### src/rtl/histo_readout_pkg.sv
// Shared histogram readout definitions: default geometry, read latency, buffer depth
// and the sweep controller state encoding.
package histo_readout_pkg;

  localparam int GRAY_W_DEF     = 8;
  localparam int COUNT_W_DEF    = 20;
  localparam int READ_LAT_DEF   = 3;
  localparam int FIFO_DEPTH_DEF = 4;

  typedef enum logic [1:0] {
    IDLE  = 2'd0,
    SWEEP = 2'd1,
    DRAIN = 2'd2,
    DONE  = 2'd3
  } state_e;

endpackage

### src/rtl/histo_readout_if.sv
// Record stream from the histogram readout to its consumer (valid/ready handshake).
interface histo_readout_if
  import histo_readout_pkg::*;
#(
  parameter int GRAY_W  = GRAY_W_DEF,
  parameter int COUNT_W = COUNT_W_DEF
) ();

  logic               oValid;
  logic               iReady;
  logic [GRAY_W-1:0]  oGray;
  logic [COUNT_W-1:0] oHisto;
  logic [COUNT_W-1:0] oCum;
  logic               oLast;

  modport master (output oValid, oGray, oHisto, oCum, oLast, input iReady);
  modport slave  (input oValid, oGray, oHisto, oCum, oLast, output iReady);

endinterface

### src/rtl/histo_readout_fifo.sv
// Small synchronous FIFO holding readout records; push and pop may coincide even when full.
module histo_readout_fifo #(
  parameter int DEPTH = 4,
  parameter int WIDTH = 48
) (
  input  logic                       iClk,
  input  logic                       iRst_n,
  input  logic                       iPush,
  input  logic [WIDTH-1:0]           iData,
  input  logic                       iPop,
  output logic [WIDTH-1:0]           oData,
  output logic [$clog2(DEPTH+1)-1:0] oCount
);

  localparam int CNT_W = $clog2(DEPTH + 1);
  localparam int PTR_W = (DEPTH > 1) ? $clog2(DEPTH) : 1;
  localparam logic [PTR_W-1:0] PTR_LAST = PTR_W'(DEPTH - 1);
  localparam logic [CNT_W-1:0] CNT_FULL = CNT_W'(DEPTH);

  logic [WIDTH-1:0] mem_r [DEPTH];
  logic [PTR_W-1:0] wrPtr_r;
  logic [PTR_W-1:0] rdPtr_r;
  logic [CNT_W-1:0] count_r;
  logic             doPush_s;
  logic             doPop_s;

  function automatic logic [PTR_W-1:0] nextPtr(input logic [PTR_W-1:0] ptr);
    if (ptr == PTR_LAST) begin
      nextPtr = {PTR_W{1'b0}};
    end else begin
      nextPtr = ptr + PTR_W'(1);
    end
  endfunction

  assign doPop_s  = iPop && (count_r != {CNT_W{1'b0}});
  assign doPush_s = iPush && ((count_r != CNT_FULL) || doPop_s);
  assign oData    = mem_r[rdPtr_r];
  assign oCount   = count_r;

  // Storage, pointers and occupancy
  always_ff @(posedge iClk or negedge iRst_n) begin
    if (!iRst_n) begin
      for (int i = 0; i < DEPTH; i++) begin
        mem_r[i] <= {WIDTH{1'b0}};
      end
      wrPtr_r <= {PTR_W{1'b0}};
      rdPtr_r <= {PTR_W{1'b0}};
      count_r <= {CNT_W{1'b0}};
    end else begin
      if (doPush_s) begin
        mem_r[wrPtr_r] <= iData;
        wrPtr_r        <= nextPtr(wrPtr_r);
      end
      if (doPop_s) begin
        rdPtr_r <= nextPtr(rdPtr_r);
      end
      case ({doPush_s, doPop_s})
        2'b10:   count_r <= count_r + CNT_W'(1);
        2'b01:   count_r <= count_r - CNT_W'(1);
        default: count_r <= count_r;
      endcase
    end
  end

endmodule

### src/rtl/histo_readout.sv
// Sweeps every histogram bin after iHistDone rises, streams {gray, count, cum} records
// under a credit limit, and reports the peak bin plus a sum-vs-cumulative check.
module histo_readout
  import histo_readout_pkg::*;
#(
  parameter int GRAY_W     = GRAY_W_DEF,
  parameter int COUNT_W    = COUNT_W_DEF,
  parameter int READ_LAT   = READ_LAT_DEF,
  parameter int FIFO_DEPTH = FIFO_DEPTH_DEF
) (
  input  logic               iClk,
  input  logic               iRst_n,
  input  logic               iHistDone,
  output logic [GRAY_W-1:0]  oReadGray,
  input  logic [COUNT_W-1:0] iGrayHisto,
  input  logic [COUNT_W-1:0] iGrayCumHisto,
  histo_readout_if.master    rec,
  output logic               oBusy,
  output logic               oSweepDone,
  output logic [GRAY_W-1:0]  oPeakGray,
  output logic [COUNT_W-1:0] oPeakCount,
  output logic               oMismatch
);

  localparam int REC_W = GRAY_W + 2 * COUNT_W;
  localparam int CNT_W = $clog2(FIFO_DEPTH + 1);
  localparam logic [GRAY_W-1:0] LAST_GRAY = {GRAY_W{1'b1}};

  state_e              state_r;
  state_e              nextState_s;
  logic                histDone_r;
  logic                armed_r;
  logic                rise_s;
  logic                sweepStart_s;
  logic                issue_s;
  logic                drained_s;
  int                  inFlight_s;
  logic [GRAY_W-1:0]   addrCnt_r;
  logic [GRAY_W-1:0]   readGray_r;
  logic [READ_LAT-1:0] pipeValid_r;
  logic [GRAY_W-1:0]   pipeGray_r [READ_LAT];
  logic                push_s;
  logic                pop_s;
  logic [REC_W-1:0]    pushData_s;
  logic [REC_W-1:0]    headData_s;
  logic [CNT_W-1:0]    fifoCount_s;
  logic [COUNT_W-1:0]  sum_r;
  logic [COUNT_W-1:0]  lastCum_r;
  logic [COUNT_W-1:0]  runPeakCount_r;
  logic [GRAY_W-1:0]   runPeakGray_r;
  logic [COUNT_W-1:0]  peakCount_r;
  logic [GRAY_W-1:0]   peakGray_r;
  logic                mismatch_r;
  logic                busy_r;
  logic                sweepDone_r;

  // armed_r blocks a start when iHistDone is already high as reset releases
  assign rise_s       = armed_r && iHistDone && !histDone_r;
  assign sweepStart_s = (state_r == IDLE) && rise_s;
  assign drained_s    = (fifoCount_s == {CNT_W{1'b0}}) && (pipeValid_r == {READ_LAT{1'b0}});
  assign push_s       = pipeValid_r[READ_LAT-1];
  assign pushData_s   = {pipeGray_r[READ_LAT-1], iGrayHisto, iGrayCumHisto};

  assign rec.oValid = (fifoCount_s != {CNT_W{1'b0}});
  assign {rec.oGray, rec.oHisto, rec.oCum} = headData_s;
  assign rec.oLast  = rec.oValid && (rec.oGray == LAST_GRAY);
  assign pop_s      = rec.oValid && rec.iReady;

  assign oReadGray  = readGray_r;
  assign oBusy      = busy_r;
  assign oSweepDone = sweepDone_r;
  assign oPeakGray  = peakGray_r;
  assign oPeakCount = peakCount_r;
  assign oMismatch  = mismatch_r;

  // Next state and address issue under the credit limit
  always_comb begin
    nextState_s = state_r;
    issue_s     = 1'b0;
    inFlight_s  = 0;
    for (int i = 0; i < READ_LAT; i++) begin
      inFlight_s = inFlight_s + int'(pipeValid_r[i]);
    end
    case (state_r)
      IDLE: begin
        if (rise_s) nextState_s = SWEEP;
        else        nextState_s = IDLE;
      end
      SWEEP: begin
        if ((int'(fifoCount_s) + inFlight_s) < FIFO_DEPTH) begin
          issue_s = 1'b1;
          if (addrCnt_r == LAST_GRAY) nextState_s = DRAIN;
          else                        nextState_s = SWEEP;
        end else begin
          nextState_s = SWEEP;
        end
      end
      DRAIN: begin
        if (drained_s) nextState_s = DONE;
        else           nextState_s = DRAIN;
      end
      DONE:    nextState_s = IDLE;
      default: nextState_s = IDLE;
    endcase
  end

  // State register and iHistDone edge detector
  always_ff @(posedge iClk or negedge iRst_n) begin
    if (!iRst_n) begin
      state_r    <= IDLE;
      histDone_r <= 1'b0;
      armed_r    <= 1'b0;
    end else begin
      state_r    <= nextState_s;
      histDone_r <= iHistDone;
      armed_r    <= 1'b1;
    end
  end

  // Read address and in-flight tracking; data lands READ_LAT cycles after issue
  always_ff @(posedge iClk or negedge iRst_n) begin
    if (!iRst_n) begin
      addrCnt_r   <= {GRAY_W{1'b0}};
      readGray_r  <= {GRAY_W{1'b0}};
      pipeValid_r <= {READ_LAT{1'b0}};
      for (int i = 0; i < READ_LAT; i++) begin
        pipeGray_r[i] <= {GRAY_W{1'b0}};
      end
    end else begin
      if (issue_s) begin
        readGray_r <= addrCnt_r;
        addrCnt_r  <= addrCnt_r + GRAY_W'(1);
      end
      pipeValid_r[0] <= issue_s;
      pipeGray_r[0]  <= addrCnt_r;
      for (int i = 1; i < READ_LAT; i++) begin
        pipeValid_r[i] <= pipeValid_r[i-1];
        pipeGray_r[i]  <= pipeGray_r[i-1];
      end
    end
  end

  histo_readout_fifo #(
    .DEPTH (FIFO_DEPTH),
    .WIDTH (REC_W)
  ) uFifo (
    .iClk   (iClk),
    .iRst_n (iRst_n),
    .iPush  (push_s),
    .iData  (pushData_s),
    .iPop   (pop_s),
    .oData  (headData_s),
    .oCount (fifoCount_s)
  );

  // Running sum and peak over accepted records; strict compare keeps the lowest gray on ties
  always_ff @(posedge iClk or negedge iRst_n) begin
    if (!iRst_n) begin
      sum_r          <= {COUNT_W{1'b0}};
      lastCum_r      <= {COUNT_W{1'b0}};
      runPeakCount_r <= {COUNT_W{1'b0}};
      runPeakGray_r  <= {GRAY_W{1'b0}};
    end else if (sweepStart_s) begin
      sum_r          <= {COUNT_W{1'b0}};
      runPeakCount_r <= {COUNT_W{1'b0}};
      runPeakGray_r  <= {GRAY_W{1'b0}};
    end else if (pop_s) begin
      sum_r <= sum_r + rec.oHisto;
      if (rec.oHisto > runPeakCount_r) begin
        runPeakCount_r <= rec.oHisto;
        runPeakGray_r  <= rec.oGray;
      end
      if (rec.oLast) begin
        lastCum_r <= rec.oCum;
      end
    end
  end

  // Status flags and sweep results, published together with the done pulse
  always_ff @(posedge iClk or negedge iRst_n) begin
    if (!iRst_n) begin
      busy_r      <= 1'b0;
      sweepDone_r <= 1'b0;
      peakGray_r  <= {GRAY_W{1'b0}};
      peakCount_r <= {COUNT_W{1'b0}};
      mismatch_r  <= 1'b0;
    end else begin
      busy_r      <= (nextState_s == SWEEP) || (nextState_s == DRAIN);
      sweepDone_r <= (nextState_s == DONE);
      if (nextState_s == DONE) begin
        peakGray_r  <= runPeakGray_r;
        peakCount_r <= runPeakCount_r;
        mismatch_r  <= (sum_r != lastCum_r);
      end
    end
  end

endmodule

### src/flat_wrapper.sv
// flat-port wrapper written by rule: the top's interface ports become plain ports
module histo_readout_flat import histo_readout_pkg::*;
#(
  parameter int GRAY_W     = GRAY_W_DEF,
  parameter int COUNT_W    = COUNT_W_DEF,
  parameter int READ_LAT   = READ_LAT_DEF,
  parameter int FIFO_DEPTH = FIFO_DEPTH_DEF
)
  (iClk, iRst_n, iHistDone, oReadGray, iGrayHisto, iGrayCumHisto, oBusy, oSweepDone, oPeakGray, oPeakCount, oMismatch, rec_oValid, rec_oGray, rec_oHisto, rec_oCum, rec_oLast, rec_iReady);
  histo_readout_if #(.GRAY_W(GRAY_W), .COUNT_W(COUNT_W)) rec_i ();
  input  logic iClk;
  input  logic iRst_n;
  input  logic iHistDone;
  output logic [GRAY_W-1:0] oReadGray;
  input  logic [COUNT_W-1:0] iGrayHisto;
  input  logic [COUNT_W-1:0] iGrayCumHisto;
  output logic oBusy;
  output logic oSweepDone;
  output logic [GRAY_W-1:0] oPeakGray;
  output logic [COUNT_W-1:0] oPeakCount;
  output logic oMismatch;
  output wire logic [$bits(rec_i.oValid)-1:0] rec_oValid;
  output wire logic [$bits(rec_i.oGray)-1:0] rec_oGray;
  output wire logic [$bits(rec_i.oHisto)-1:0] rec_oHisto;
  output wire logic [$bits(rec_i.oCum)-1:0] rec_oCum;
  output wire logic [$bits(rec_i.oLast)-1:0] rec_oLast;
  input wire logic [$bits(rec_i.iReady)-1:0] rec_iReady;
  assign rec_oValid = rec_i.oValid;
  assign rec_oGray = rec_i.oGray;
  assign rec_oHisto = rec_i.oHisto;
  assign rec_oCum = rec_i.oCum;
  assign rec_oLast = rec_i.oLast;
  assign rec_i.iReady = rec_iReady;
  histo_readout #(.GRAY_W(GRAY_W), .COUNT_W(COUNT_W), .READ_LAT(READ_LAT), .FIFO_DEPTH(FIFO_DEPTH)) u_core (.iClk(iClk), .iRst_n(iRst_n), .iHistDone(iHistDone), .oReadGray(oReadGray), .iGrayHisto(iGrayHisto), .iGrayCumHisto(iGrayCumHisto), .rec(rec_i), .oBusy(oBusy), .oSweepDone(oSweepDone), .oPeakGray(oPeakGray), .oPeakCount(oPeakCount), .oMismatch(oMismatch));
endmodule
### config.mk
export PLATFORM = sky130hd
export DESIGN_NAME = histo_readout_flat
export DESIGN_NICKNAME = d
export VERILOG_FILES = /design/src/rtl/histo_readout_pkg.sv /design/src/rtl/histo_readout_if.sv /design/src/rtl/histo_readout_fifo.sv /design/src/rtl/histo_readout.sv /design/src/flat_wrapper.sv
export SDC_FILE = /design/constraint.sdc
export NUM_CORES = 1
export LEC_CHECK = 0
export CORE_ASPECT_RATIO = 1.75
export CORE_UTILIZATION = 35
export CTS_BUF_LIST = sky130_fd_sc_hd__clkbuf_16
export DETAILED_ROUTE_END_ITERATION = 8
export GPL_ROUTABILITY_DRIVEN = 0
export HOLD_SLACK_MARGIN = 0.15
export SETUP_SLACK_MARGIN = 0.4
export SYNTH_ARGS = -nofsm -noshare
export SYNTH_HDL_FRONTEND = slang
export SYNTH_SLANG_ARGS = --single-unit
export TNS_END_PERCENT = 100
### constraint.sdc
create_clock -name iClk -period 4.2 [get_ports iClk]
set_input_delay 0.63 -clock iClk [delete_from_list [all_inputs] [get_ports iClk]]
set_output_delay 0.63 -clock iClk [all_outputs]
set_load 0.03 [all_outputs]
==> results of run 1 <==
## layer usage
metal	share of wire [%]	wire length, µm	up-vias
li1	-	-	4365
met1	39	15250	4927
met2	54	20730	178
met3	3.6	1397	62
met4	3.2	1251	0
met5	0	0	-
## cell usage after synthesis, drive strengths merged, types with 4 or more instances
library cell    n
nor2           48
ha             51
or3             4
clkbuf         15
mux2          240
a21o           18
mux2i          29
o21bai          6
xor2           16
and3            6
inv            36
a21oi          33
nor3            8
nand2          77
buf            35
xnor2          27
mux4           48
nand4          17
nor4            5
nand3           7
a22o            6
o21ai          14
dfrtp         345
o21a            5
## repair_timing
item	in CTS	in global routing
setup endpoints to repair	44	34
buffers inserted	1	5
gates resized for setup	1	3
cloned	0	0
## flip-flops by register name, summed over array words and instances, names as in the netlist, 3 cells and up
signal and count:
u_core.lastCum_r 20, u_core.uFifo.oCount 3, u_core.oPeakCount 20, u_core.pipeGray_r 24, u_core.addrCnt_r 8, u_core.sum_r 20
u_core.oReadGray 8, u_core.runPeakGray_r 8, u_core.oPeakGray 8, u_core.pipeValid_r 3, u_core.runPeakCount_r 20, u_core.uFifo.mem_r 192
## worst register-to-register path, cell delays in order, from the launching register on
cell	delay, ps
dfrtp_4	490
buf_16	190
mux4_2	630
ha_1	270
fa_1	460
a211oi_2	250
o21bai_1	140
a21o_1	210
a31oi_1	290
a21oi_1	130
xor2_1	160
a22o_1	180
## stage by stage
step / worst slack [ps] / utilization (%)
after floorplan: 639.1 / -
after global placement: 373.7 / 40.43
after detailed placement: 312.9 / 40.43
after CTS: 425.8 / 42.89
after global routing: 480.3 / 43.04
final: 680.8 / 43.04
## logic make-up after synthesis
kind of cell               count (synthesis)  synth area share (%)
muxes                                    317                 26.33
xor gates and xnor gates                  43                 2.390
adders and majority gates                 53                 4.303
AOI/OAI and AO/OA                        100                 4.208
DFF                                      345                 54.78
and+or+nand+nor                          183                 5.335
buffers and inverters                     86                 2.636
other                                      1               0.02379
## report_power, final
part	total [mW]	internal, mW	leakage, nW	switching, mW
Sequential	5.43	4.61	4.34	0.824
Combinational	8.96	4.20	3.79	4.76
Clock	2.96	1.65	0.537	1.31
## area by class of cell
type                    instances  share of cell area, %
repair buffers                174                  9.235
clock inverters                24                 0.9780
well taps                     572                  3.755
multi-input cells             697                  35.40
clock buffers                  35                  4.595
inverters                      36                 0.7089
diodes                          1                0.01313
flip-flops and latches        345                  45.32
## cells in the final DEF (no fill, tap or decap), types with 3 or more instances in the layout
master and count:
mux4_2 48, nor3_1 7, clkbuf_16 35, nand2_1 71, xor2_1 16, a22o_1 6, nand3_1 7, mux2_2 220
clkdlybuf4s50_1 130, nand4_1 17, buf_12 8, dfrtp_1 343, and3_1 6, clkinv_1 7, o21ai_0 14, xnor2_1 27
inv_1 39, ha_1 51, o21a_1 5, o21bai_1 6, mux2i_1 29, clkinv_2 7, mux2_4 20, nand2_2 6
nor2_1 48, o221ai_1 3, or3_1 4, buf_4 33, a21oi_1 32, a21o_1 18, nor4_1 4
## worst max path at each step
stage,from,end,slack [ps],cells after the start
after floorplan,u_core.uFifo.rdPtr_r[0]$_DFFE_PN0P_,u_core.sum_r[12]$_DFFE_PN0P_,640,13
after global placement,u_core.uFifo.rdPtr_r[0]$_DFFE_PN0P_,u_core.runPeakCount_r[1]$_DFFE_PN0P_,370,9
after CTS,u_core.uFifo.rdPtr_r[0]$_DFFE_PN0P_,u_core.sum_r[16]$_DFFE_PN0P_,430,11
after detailed placement,u_core.uFifo.rdPtr_r[0]$_DFFE_PN0P_,u_core.runPeakCount_r[0]$_DFFE_PN0P_,310,9
final,u_core.uFifo.rdPtr_r[0]$_DFFE_PN0P_,u_core.sum_r[12]$_DFFE_PN0P_,680,11
after global routing,u_core.uFifo.rdPtr_r[0]$_DFFE_PN0P_,u_core.sum_r[12]$_DFFE_PN0P_,480,11
==> metrics.cfg, run 1 <==
[logic_synthesis]
syn_avg_cell_area_um2 = 13.97
netlist_area_mm2 = 0.01576
ys.flop_type = dfrtp_1
synthTopCellsByArea = dfrtp_1, mux2_2, mux4_2, ha_1, mux2_4
synth_edf_count = 0
ys_seq_area_share_pct = 54.78
yosysWarnings = 0
synthesis.instances = 1128
synth_top_cell_by_area = dfrtp_1
synth_nets = 1225
async_flop_share_pct = 100.0
synth_seq_cells = 345
synth_top_cell_area_share_pct = 54.78
synth_cell_types = 55

[pwr]
peakVddDrop_mv = 0.4129
p_per_area_mw_per_mm2 = 910.1
leakage_nw = 8.663
p_total_mw = 17.35

[clock_network]
cts-root-buf = clkbuf_16
postCtsHoldBufs = 0
cts_max_level = 2
cts_made_buffers = 34
cts.clk_slew.worst_paths_ps = 60
cts_max_path_buffers = 3
cts_tree = built
insertion_delay_ps = 540
cts.sinks = 345

[layout]
fin_cells = 1884
final_area_mm2 = 0.01906
nets = 1385
multiInputGateArea_mm2 = 0.006748
syn2layout_area_growth_pct = 20.95
drive_gt1_share_pct = 30.21
nFillCells = 4006
seq_area_mm2 = 0.008638

[floorplanning]
fp-row-count = 102
io_pins = 133
dieArea_mm2 = 0.04592
initial_core_util_pct = 35.59
die-width_um = 162.4
die-height_um = 282.7
core_area_mm2 = 0.04429

[global_routing]
grt_use_met3_pct = 2.602
antenna_found_initial = 0
grt_max_degree = 121
grt_pass1_wl_mm = 61.35
overflow = 0
busiest_layer = met2
met2_usage_pct = 32.26
first_global_vias = 10490
grt_use_total_pct = 17.60
grt.met1_usage_pct = 20.49

[timing]
finalCriticalPeriod_ps = 3519
relSlewSlack_pct = 34.32
holdWs_ps = 197.3
tightestPinTransition_ps = 985.2
skew_ps = 16.03
post-route-period-util_pct = 83.79
final_hold_viol_count = 0
finalSetupTns_ps = 0
drv_slew = 0
setup_violations = 0
rsz0062_at_grt = false
timing.fmax_mhz = 284.2

[critical_path]
endpoint_kind = flip-flop
slowest_delay_ps = 630
crit_fanout = 14
rr_worst_depth = 11
crit_type = reg -> reg
worst_path_max_delay_cell = mux4_2
crit_buf_inv = 1
reg2reg_from = u_core.uFifo.rdPtr_r[0]$_DFFE_PN0P_
path_delay_family = compound AO/OA/AOI/OAI gates
setup.worst_path.start_class = flip-flop
cp_cell_sequence = buf_16 -> mux4_2 -> ha_1 -> fa_1 -> a211oi_2 -> o21bai_1 -> a21o_1 -> a31oi_1 -> a21oi_1 -> xor2_1 -> a22o_1
r2r_end = u_core.sum_r[12]$_DFFE_PN0P_
crit_arrival_ps = 3930
ff2ff_setup_slack_ps = 680
required_ps = 4610

[place]
numPortBuffers = 132
dp_hpwl_mm = 27.43
place_inst = 1818
place_area_mm2 = 0.01790

[detailed_routing]
routedWlPerCell_um = 20.50
vias_per_cell = 5.059
route.detailed.drc = 0
drt_iter0_markers = 455
firstDrtPassIters = 4
vias = 9532
ant_nets = 0
routed_wl_mm = 38.63

[flow_run]
drv_cap = 0

[hold_path]
hold_path_class = in -> async

[status]
outcome = complete, no violations

(Power assumes the default switching activity.)
==> run 2, diff against run 1 <==
==> constraint.sdc (replaced) <==
create_clock -name iClk -period 2.9 [get_ports iClk]
set_input_delay 0.435 -clock iClk [delete_from_list [all_inputs] [get_ports iClk]]
set_output_delay 0.435 -clock iClk [all_outputs]
set_load 0.03 [all_outputs]
==> metrics.cfg, run 2 (synthesis gave the netlist of run 1 again) <==
[critical_path]
crit_arrival_ps = 3580
setup.worst_path.start_class = flip-flop
reg2reg_from = u_core.uFifo.rdPtr_r[0]$_DFFE_PN0P_
required_ps = 3310
ff2ff_setup_slack_ps = -260
rr_worst_depth = 11
endpoint_kind = flip-flop
crit_type = reg -> reg
crit_fanout = 8
r2r_end = u_core.runPeakCount_r[18]$_DFFE_PN0P_
critPathLaunch = u_core.uFifo.rdPtr_r[0]$_DFFE_PN0P_

[timing]
rsz0062_at_grt = true
post-route-period-util_pct = 109.1
tightestPinTransition_ps = 796.8
timing.fmax_mhz = 316.0
setup_violations = 79
final_hold_viol_count = 0
holdWs_ps = 343.8
drv_slew = 0
fin_ws_ps = -264.5
finalCriticalPeriod_ps = 3164
relSlewSlack_pct = 46.68
skew_ps = 25.99

[clock_network]
cts_max_level = 2
cts_made_buffers = 35
cts.sinks = 345
insertion_delay_ps = 540
cts-root-buf = clkbuf_16
cts_max_path_buffers = 3
cts_tree = built
cts.clk_slew.worst_paths_ps = 60

[floorplanning]
initial_core_util_pct = 35.59
die-height_um = 282.7
dieArea_mm2 = 0.04592
io_pins = 133
fp-row-count = 102
core_area_mm2 = 0.04429
die-width_um = 162.4

[detailed_routing]
routed_wl_mm = 42.47
vias_per_cell = 5.072
drt_iter0_markers = 488
ant_nets = 0
vias = 10340
route.detailed.drc = 0
firstDrtPassIters = 4
routedWlPerCell_um = 20.84

[global_routing]
grt_pass1_wl_mm = 66.12
antenna_found_initial = 2
grt_use_total_pct = 18.91
first_global_vias = 11300
overflow = 0
grt_max_degree = 79

[hold_path]
hold_end = u_core.pipeGray_r[8]$_DFF_PN0_
hold_path_class = reg -> reg
hold_depth = 0
min_from = u_core.pipeGray_r[16]$_DFF_PN0_

[layout]
drive_gt1_share_pct = 43.78
nets = 1536
final_area_mm2 = 0.02139
final_cell_mix = dfrtp_1, mux2_2, buf_4
nFillCells = 3870
regMostFlops = u_core.uFifo.mem_r
syn2layout_area_growth_pct = 35.73
largest_reg_flops = 192
reg_top3 = u_core.uFifo.mem_r x192, u_core.pipeGray_r x24
fin_util_pct = 48.30
final_common_cell = dfrtp_1

[place]
dp_hpwl_mm = 29.09
place_area_mm2 = 0.01881
numPortBuffers = 132

[pwr]
p_total_mw = 30.04
leakage_nw = 9.802
p_per_area_mw_per_mm2 = 1404
peakVddDrop_mv = 0.6030

[status]
violations = negative setup slack
outcome = finished, violations left

[flow_run]
drv_cap = 0

run 2: changes by cell type in the layout (fill, tap and decap cells not counted), moves of 4 or more:
cell,before,now
buf_4,33,107
buf_12,8,27
o21ai_1,0,4
a21oi_1,32,24
ha_4,0,16
a21oi_2,1,7
clkdlybuf4s50_1,130,82
buf_8,1,8
o21ai_0,14,8
buf_6,0,80
ha_1,51,34
buf_16,1,10
run 2: metrics by stage:
stage | setup WS (ps) | TNS, ps | std cells
2_1_floorplan | -295.2 | -8323 | 1128
3_3_place_gp | -188.4 | -6186 | 1895
3_5_place_dp | -260.0 | -8255 | 1895
4_1_cts | -239.2 | -9941 | 2007
5_1_grt | -373.7 | -18560 | 2037
6_report | -264.5 | -10500 | 2038
run 2: how the worst max path moves through the flow:
stage                                                  to  cells past startpoint
detailed placement    u_core.runPeakGray_r[6]$_DFFE_PN0P_                     11
global placement      u_core.runPeakGray_r[0]$_DFFE_PN0P_                     11
floorplan                    u_core.sum_r[12]$_DFFE_PN0P_                     13
global route         u_core.runPeakCount_r[6]$_DFFE_PN0P_                     15
finish              u_core.runPeakCount_r[18]$_DFFE_PN0P_                     11
CTS                          u_core.sum_r[18]$_DFFE_PN0P_                     11
run 2: what timing repair did:
action / 4_1_cts / 5_1_grt
hold buffers: 1 / 0
endpoints found under the setup margin: 146 / 148
gates cloned: 9 / 2
resized for setup: 328 / 101
endpoints found under the hold margin: 67 / 0
pin swaps: 31 / 12
setup buffers: 40 / 27
run 2: area by class of cell:
class                      instances  area (µm²)  share of cell area, %
multi-input combinational        697        7169                  33.51
sequential                       345        8638                  40.38
tap                              572       715.7                  3.346
antenna                            2       5.005                0.02340
timing repair buffer             324        3582                  16.75
inverter                          36       140.1                 0.6551
clock inverter                    27       265.3                  1.240
clock buffer                      35       875.8                  4.094
run 2: where the power goes:
group          switching, mW  leakage, nW  internal [mW]
Combinational           8.35         4.88           9.25
Clock                   1.92        0.584           2.66
Sequential              1.19         4.34           6.67
Total                   11.5         9.80           18.6
run 2: critical path, stage by stage (launching register included):
cell	delay, ps
dfrtp_4	460
buf_6	190
mux4_2	570
ha_1	350
a21o_1	200
a21o_1	180
a21oi_1	170
o22ai_1	110
o31a_4	390
clkbuf_16	190
mux2i_1	150
nor2_1	60
run 2: metal layers:
| metal | wire length (µm) | track usage [%] |
|---|---|---|
| met3 | 1225 | 2.382 |
| met1 | 15870 | 20.81 |
| met4 | 1705 | 7.886 |
| met2 | 23650 | 36.04 |
| met5 | 11 | 0 |
==> run 3, diff against run 2 <==
--- a/config.mk
+++ b/config.mk
@@ -5,6 +5,7 @@
 export SDC_FILE = /design/constraint.sdc
 export NUM_CORES = 1
 export LEC_CHECK = 0
+export CAP_MARGIN = 20
 export CORE_ASPECT_RATIO = 1.75
 export CORE_UTILIZATION = 35
 export CTS_BUF_LIST = sky130_fd_sc_hd__clkbuf_16
==> results of run 3 <==
The final DEF is identical to that of run 2; final timing and power are the same.
